### src/rtl/bash_line_responder_if.sv
// bash_line_responder_if: terminal-side command line and response handshakes.
interface bash_line_responder_if;
    logic       line_ready;
    logic [5:0] line_len;
    logic [7:0] line_char;
    logic       line_next;
    logic       resp_ready;
    logic [7:0] resp_char;
    logic       resp_next;
    logic       solved;
    logic       solved_ack;
    modport master (
        output line_ready, line_len, line_char, resp_next, solved_ack,
        input  line_next, resp_ready, resp_char, solved
    );
    modport slave (
        input  line_ready, line_len, line_char, resp_next, solved_ack,
        output line_next, resp_ready, resp_char, solved
    );
endinterface

### src/rtl/bash_line_responder.sv
// bash_line_responder: buffers a command line, answers "echo" or "command not found".
module bash_line_responder #(
    parameter int MAX_LEN = 32
) (
    input logic                  clk,
    input logic                  rst,
    bash_line_responder_if.slave bus
);
    localparam int AW = (MAX_LEN > 1) ? $clog2(MAX_LEN) : 1;
    localparam logic [5:0] MAX6 = 6'(MAX_LEN);
    localparam logic [255:0] MSG = {"command not found", 120'h0};
    localparam logic [5:0] MSG_LEN = 6'd17;
    typedef enum logic [2:0] {IDLE, RECV, GAP, PARSE, SEND, SOLVE, WAIT_ACK} state_t;
    state_t     r_state;
    logic [7:0] r_buf [MAX_LEN];
    logic [5:0] r_cnt, r_len, r_idx, r_end;
    logic       r_echo, r_line_next, r_resp_ready, r_solved;
    logic [7:0] r_resp_char;
    logic       w_recv_done, w_store, w_parse_echo, w_lk_echo;
    logic [5:0] w_lk_idx, w_lk_end;
    logic [7:0] w_msg_char, w_lk_char;
    assign w_recv_done  = !bus.line_ready || bus.line_char == 8'h00 || r_cnt == bus.line_len;
    assign w_store      = r_state == RECV && !w_recv_done && r_cnt < MAX6;
    assign w_parse_echo = r_len >= 6'd4 && r_buf[0] == "e" && r_buf[1] == "c" &&
                          r_buf[2] == "h" && r_buf[3] == "o" &&
                          (r_len == 6'd4 || r_buf[4] == 8'h20);
    // Look-up targets the first character in PARSE and the following one in SEND
    assign w_lk_idx   = r_state == PARSE ? (w_parse_echo ? 6'd5 : 6'd0) : r_idx + 6'd1;
    assign w_lk_end   = r_state == PARSE ? (w_parse_echo ? r_len : MSG_LEN) : r_end;
    assign w_lk_echo  = r_state == PARSE ? w_parse_echo : r_echo;
    assign w_msg_char = MSG[8'd255 - {w_lk_idx[4:0], 3'b000} -: 8];
    assign w_lk_char  = w_lk_idx >= w_lk_end ? 8'h00 :
                        w_lk_echo ? r_buf[w_lk_idx[AW-1:0]] : w_msg_char;
    assign bus.line_next  = r_line_next;
    assign bus.resp_ready = r_resp_ready;
    assign bus.resp_char  = r_resp_char;
    assign bus.solved     = r_solved;
    always_ff @(posedge clk)
        if (w_store) r_buf[r_cnt[AW-1:0]] <= bus.line_char;
    always_ff @(posedge clk) begin
        if (!rst) begin
            r_state      <= IDLE;
            r_cnt        <= 6'd0;
            r_len        <= 6'd0;
            r_idx        <= 6'd0;
            r_end        <= 6'd0;
            r_echo       <= 1'b0;
            r_line_next  <= 1'b0;
            r_resp_ready <= 1'b0;
            r_resp_char  <= 8'h00;
            r_solved     <= 1'b0;
        end else begin
            r_line_next <= 1'b0;
            r_solved    <= 1'b0;
            case (r_state)
                IDLE: if (bus.line_ready) begin
                    r_cnt   <= 6'd0;
                    r_len   <= 6'd0;
                    r_state <= RECV;
                end
                RECV: if (w_recv_done) r_state <= PARSE;
                else begin
                    if (w_store) r_len <= r_cnt + 6'd1;
                    r_cnt       <= r_cnt + 6'd1;
                    r_line_next <= 1'b1;
                    r_state     <= GAP;
                end
                GAP: r_state <= bus.line_ready ? RECV : PARSE;
                PARSE: if (r_len == 6'd0) begin
                    r_solved <= 1'b1;
                    r_state  <= SOLVE;
                end else begin
                    r_idx        <= w_lk_idx;
                    r_end        <= w_lk_end;
                    r_echo       <= w_parse_echo;
                    r_resp_char  <= w_lk_char;
                    r_resp_ready <= 1'b1;
                    r_state      <= SEND;
                end
                SEND: if (bus.resp_next) begin
                    if (r_resp_char == 8'h00) begin
                        r_resp_ready <= 1'b0;
                        r_solved     <= 1'b1;
                        r_state      <= SOLVE;
                    end else begin
                        r_idx       <= w_lk_idx;
                        r_resp_char <= w_lk_char;
                    end
                end
                SOLVE: r_state <= WAIT_ACK;
                WAIT_ACK: if (bus.solved_ack) r_state <= IDLE;
                default: r_state <= IDLE;
            endcase
        end
    end
endmodule

### src/flat_wrapper.sv
// flat-port wrapper written by rule: the top's interface ports become plain ports
module bash_line_responder_flat 
#(
    parameter int MAX_LEN = 32
)
  (clk, rst, bus_line_ready, bus_line_len, bus_line_char, bus_resp_next, bus_solved_ack, bus_line_next, bus_resp_ready, bus_resp_char, bus_solved);
  bash_line_responder_if bus_i ();
  input logic clk;
  input logic rst;
  input wire logic [$bits(bus_i.line_ready)-1:0] bus_line_ready;
  input wire logic [$bits(bus_i.line_len)-1:0] bus_line_len;
  input wire logic [$bits(bus_i.line_char)-1:0] bus_line_char;
  input wire logic [$bits(bus_i.resp_next)-1:0] bus_resp_next;
  input wire logic [$bits(bus_i.solved_ack)-1:0] bus_solved_ack;
  output wire logic [$bits(bus_i.line_next)-1:0] bus_line_next;
  output wire logic [$bits(bus_i.resp_ready)-1:0] bus_resp_ready;
  output wire logic [$bits(bus_i.resp_char)-1:0] bus_resp_char;
  output wire logic [$bits(bus_i.solved)-1:0] bus_solved;
  assign bus_i.line_ready = bus_line_ready;
  assign bus_i.line_len = bus_line_len;
  assign bus_i.line_char = bus_line_char;
  assign bus_i.resp_next = bus_resp_next;
  assign bus_i.solved_ack = bus_solved_ack;
  assign bus_line_next = bus_i.line_next;
  assign bus_resp_ready = bus_i.resp_ready;
  assign bus_resp_char = bus_i.resp_char;
  assign bus_solved = bus_i.solved;
  bash_line_responder #(.MAX_LEN(MAX_LEN)) u_core (.clk(clk), .rst(rst), .bus(bus_i));
endmodule
### config.mk
export PLATFORM = sky130hd
export DESIGN_NAME = bash_line_responder_flat
export DESIGN_NICKNAME = d
export VERILOG_FILES = /design/src/rtl/bash_line_responder_if.sv /design/src/rtl/bash_line_responder.sv /design/src/flat_wrapper.sv
export SDC_FILE = /design/constraint.sdc
export NUM_CORES = 1
export LEC_CHECK = 0
export CORE_MARGIN = 10
export CORE_UTILIZATION = 59
export CTS_BUF_LIST = sky130_fd_sc_hd__clkbuf_16
export CTS_CLUSTER_SIZE = 25
export DETAILED_ROUTE_END_ITERATION = 10
export PLACE_DENSITY_LB_ADDON = 0.05
export SYNTH_ARGS = -nofsm -noshare
export SYNTH_HDL_FRONTEND = slang
export SYNTH_SLANG_ARGS = --single-unit
### constraint.sdc
create_clock -name clk -period 5.8 [get_ports clk]
set_input_delay 0.58 -clock clk [delete_from_list [all_inputs] [get_ports clk]]
set_output_delay 0.58 -clock clk [all_outputs]
set_load 0.02 [all_outputs]
==> metrics.md <==
| Metric | Value |
|---|---|
| Setup Buffers After CTS | 0 |
| Dpl cell area | between 10000 and 15000 sq um |
| Worst-case hold path end point | u_core.bus.resp_char[4] |
| Hold Path Stages | 2 |
| Critical path fanouts, max | 17 |
| Worst hold path type | register to register |
| First-pass GRT wire length | roughly 55000 um |
| EDFF count, synth | 256 |
| Reg clk slew, reported paths | 60 ps |
| Commonest non-fill, non-tap cell in the layout | edfxtp_1 |
| DIE AREA | 28000 sq um |
| Pin count of the biggest net entering global routing | 78 |
| Core Area | 21200 sq um |
| GP Congestion | 0.965 |
| RSZ-0062 raised after global routing | false |
| Root Buffer | clkbuf_16 |
| Ys Warns | 0 |
| Post-route DRC | 0 |
| Fmax | 0.213 GHz |
| Worst slack, placed | 967 ps |
| Max-cap viol count | 0 |
| Synth area leaders | edfxtp_1 (60%), dfxtp_1 (6.1%), nand2_1 (4.7%) |
| CP Class | register to register |
| Critical R2R Capture | u_core.bus.resp_char[1] |
| Mapped Area | 12800 sq um |
| Synthesized net count | 1072 |
| Startpoint types | register |
| Data arrival, critical path | approximately 5200 ps |
| Drt total wl | approximately 37000 um |
| Total power | 4460 uW |
| Synth Flop Type | edfxtp_1 |
| Outcome | finished, final reports clean |
| P&R area growth vs syn | 12.4% |
| Headroom to the max-slew limit | 15.7% |
| Post_cts resized | 0 |
| Post-route worst setup slack | 1110 ps |
| Reg2Reg Launch Point | u_core.r_len[5] |
| Hold buffer count at CTS | 0 |
| Cells after Synth | 1037 |
| Final period utilization | 80.8% |
| Yosys top cell by area | edfxtp_1 |
| Synth top area share | between 60 and 70% |
| Port bufs | 29 |
| Die Wd | 167 um |
| Cell area after layout | 14400 sq um |
| Wire per inst | 26.8 um |
| Fraction of registers with async set/reset | 0% |
| Diodes inserted | 0 |
| Slowest CP cell | a2111oi_0 |
| Layout cell share with drive strength beyond 1 | 8.66% |
| Pre-antenna DRT Iters | 5 |
| FP Rows | 53 |
| Sequential area share after synthesis | approximately 66% |
| Final setup viols | 0 |
| Num CTS Buffers | 30 |
| Clock skew | about 12 ps |
| Total GRT Usage | 25.4% |
| Clock sinks | about 300 |
| Grt ovf | 0 |
| Post-synthesis sequential element count | ~300 |
| Initial antenna violation count | 1 |
| Initial core utilization | 60.5% |
| Worst endpoint required time | 6310 ps |
| Deepest clock path buffer count | 3 |
| DR iter-0 viols | 1127 |
| Worst-margin pin slew | 1260 ps |
| CTS tree | done |
| Reg2Reg Depth | 13 |
| Commonest cells after routing, fill and taps aside | edfxtp_1 (256), nand2_1 (160), nor2_1 (86), a21oi_1 (59), nand3_1 (49) |
| Worst-path cell chain | or3_1 > or4b_1 > a2111oi_4 > buf_4 > nor2b_1 > nor2_1 > ha_1 > nand2b_1 > a211oi_1 > o221ai_1 > a2111oi_0 > o32ai_1 > nand2_1 |
| Pins Over Slew Limit | 0 |
| Final Hold Viols | 0 |
| Synth cell types | between 60 and 70 |
| Hold Crit Start | u_core.bus.resp_char[4] |
| Vias in the first global route | 8811 |
| Ports | 30 |
| Tmin final | approximately 4700 ps |
| Hpwl dp | approximately 23000 um |
| LEAKAGE | 0.00482 uW |
| DRT antenna net count | 0 |
| Hold slack final | 495 ps |
| Latest clock arrival within the worst-skew pair | between 500 and 600 ps |
| Via density | 6.57 |
| CP Capture Type | register |
| Final #Nets | 1098 |
| Die H | 167 um |
| Mean post-synth cell area | 12.3 sq um |
| Worst vdd ir | 0.303 mV |
| Pwr per Cell Area | a little over 300 nW/um^2 |
| CTS H-tree depth | 1 |
| Register-to-register setup slack | 1110 ps |
| Setup_tns | 0 ps |
| CP peak stage delay | just under 900 ps |
| Vias | 8941 |
-- Yosys cell counts (16+ instances only) --
library cell	count
nand2_1	161
edfxtp_1	256
mux2i_1	42
a21oi_1	59
ha_1	16
clkbuf_1	43
a22oi_1	20
dfxtp_1	39
nand3_1	49
o21ai_0	37
nor2_1	86
a211oi_1	17
-- power breakdown --
part | internal, uW | switching, uW
combinational | 51.5 | 123
clock | 1160 | 800
sequential | 2310 | 11.2
-- registers in the layout (all words and copies together) (netlist names) --
| signal | flops |
|---|---|
| u_core.r_cnt | 6 |
| u_core.r_len | 6 |
| u_core.r_echo | 1 |
| u_core.r_buf | 256 |
| u_core.r_idx | 6 |
| u_core.r_state | 3 |
| u_core.r_end | 6 |
| u_core.bus.resp_ready | 1 |
| u_core.bus.solved | 1 |
| u_core.bus.resp_char | 8 |
| u_core.bus.line_next | 1 |
-- area by class of cell --
cell class / count / area (sq um)
timing repair buffer: 55 / 485
multi-input combinational: 672 / 4040
inverter: 9 / 33.8
tap: 275 / 344
clock buffer: 30 / 751
fill: 1534 / 6780
clock inverter: 25 / 260
sequential: 295 / 8470
-- cells by family (layout without fill, tap and decap cells) --
kind of cell | Yosys count | after routing | share of synthesized area [%]
buf+inv | 70 | 119 | 2.25
fa+ha+maj | 16 | 16 | 1.57
simple gates | 370 | 370 | 13.3
flops | 295 | 295 | 66.2
xor+xnor | 14 | 14 | 0.959
compound gates | 218 | 218 | 11.3
mux | 54 | 54 | 4.43
-- per-stage QoR --
| step | utilization [%] | instances |
|---|---|---|
| after floorplan | - | 1037 |
| after global placement | 63.2 | 1306 |
| final | 68.0 | 1361 |
| after detailed placement | 63.2 | 1306 |
| after global routing | 68.0 | 1361 |
| after CTS | 68.0 | 1361 |
-- layer usage --
layer,GRT usage (%),vias up,wire length [um]
met5,0,-,0
met4,9.73,0,1590
met3,5.38,98,3510
met2,40.5,519,17000
met1,33.5,4353,14500
li1,-,3971,-
-- critical path, delay by kind of cell (launching register included) --
family	cells	cell delay, ps
AOI/OAI and AO/OA	5	2280
and+or+nand+nor	6	1490
DFF	1	330
buffers and inverters	1	280
adders and majority gates	1	270
-- how the worst max path moves through the flow --
stage / startpoint / end / slack (ps)
final: u_core.r_len[5] / u_core.bus.resp_char[1] / 1110
after detailed placement: bus_line_char[3] / u_core.r_buf[23][2] / 970
after CTS: u_core.r_len[5] / u_core.bus.resp_char[7] / 1300
after global routing: u_core.r_len[5] / u_core.bus.resp_char[1] / 1060
after global placement: bus_line_char[3] / u_core.r_buf[23][2] / 1000
after floorplan: u_core.r_len[5] / u_core.bus.resp_char[3] / 1650
Power figures use the tool's default switching activity.
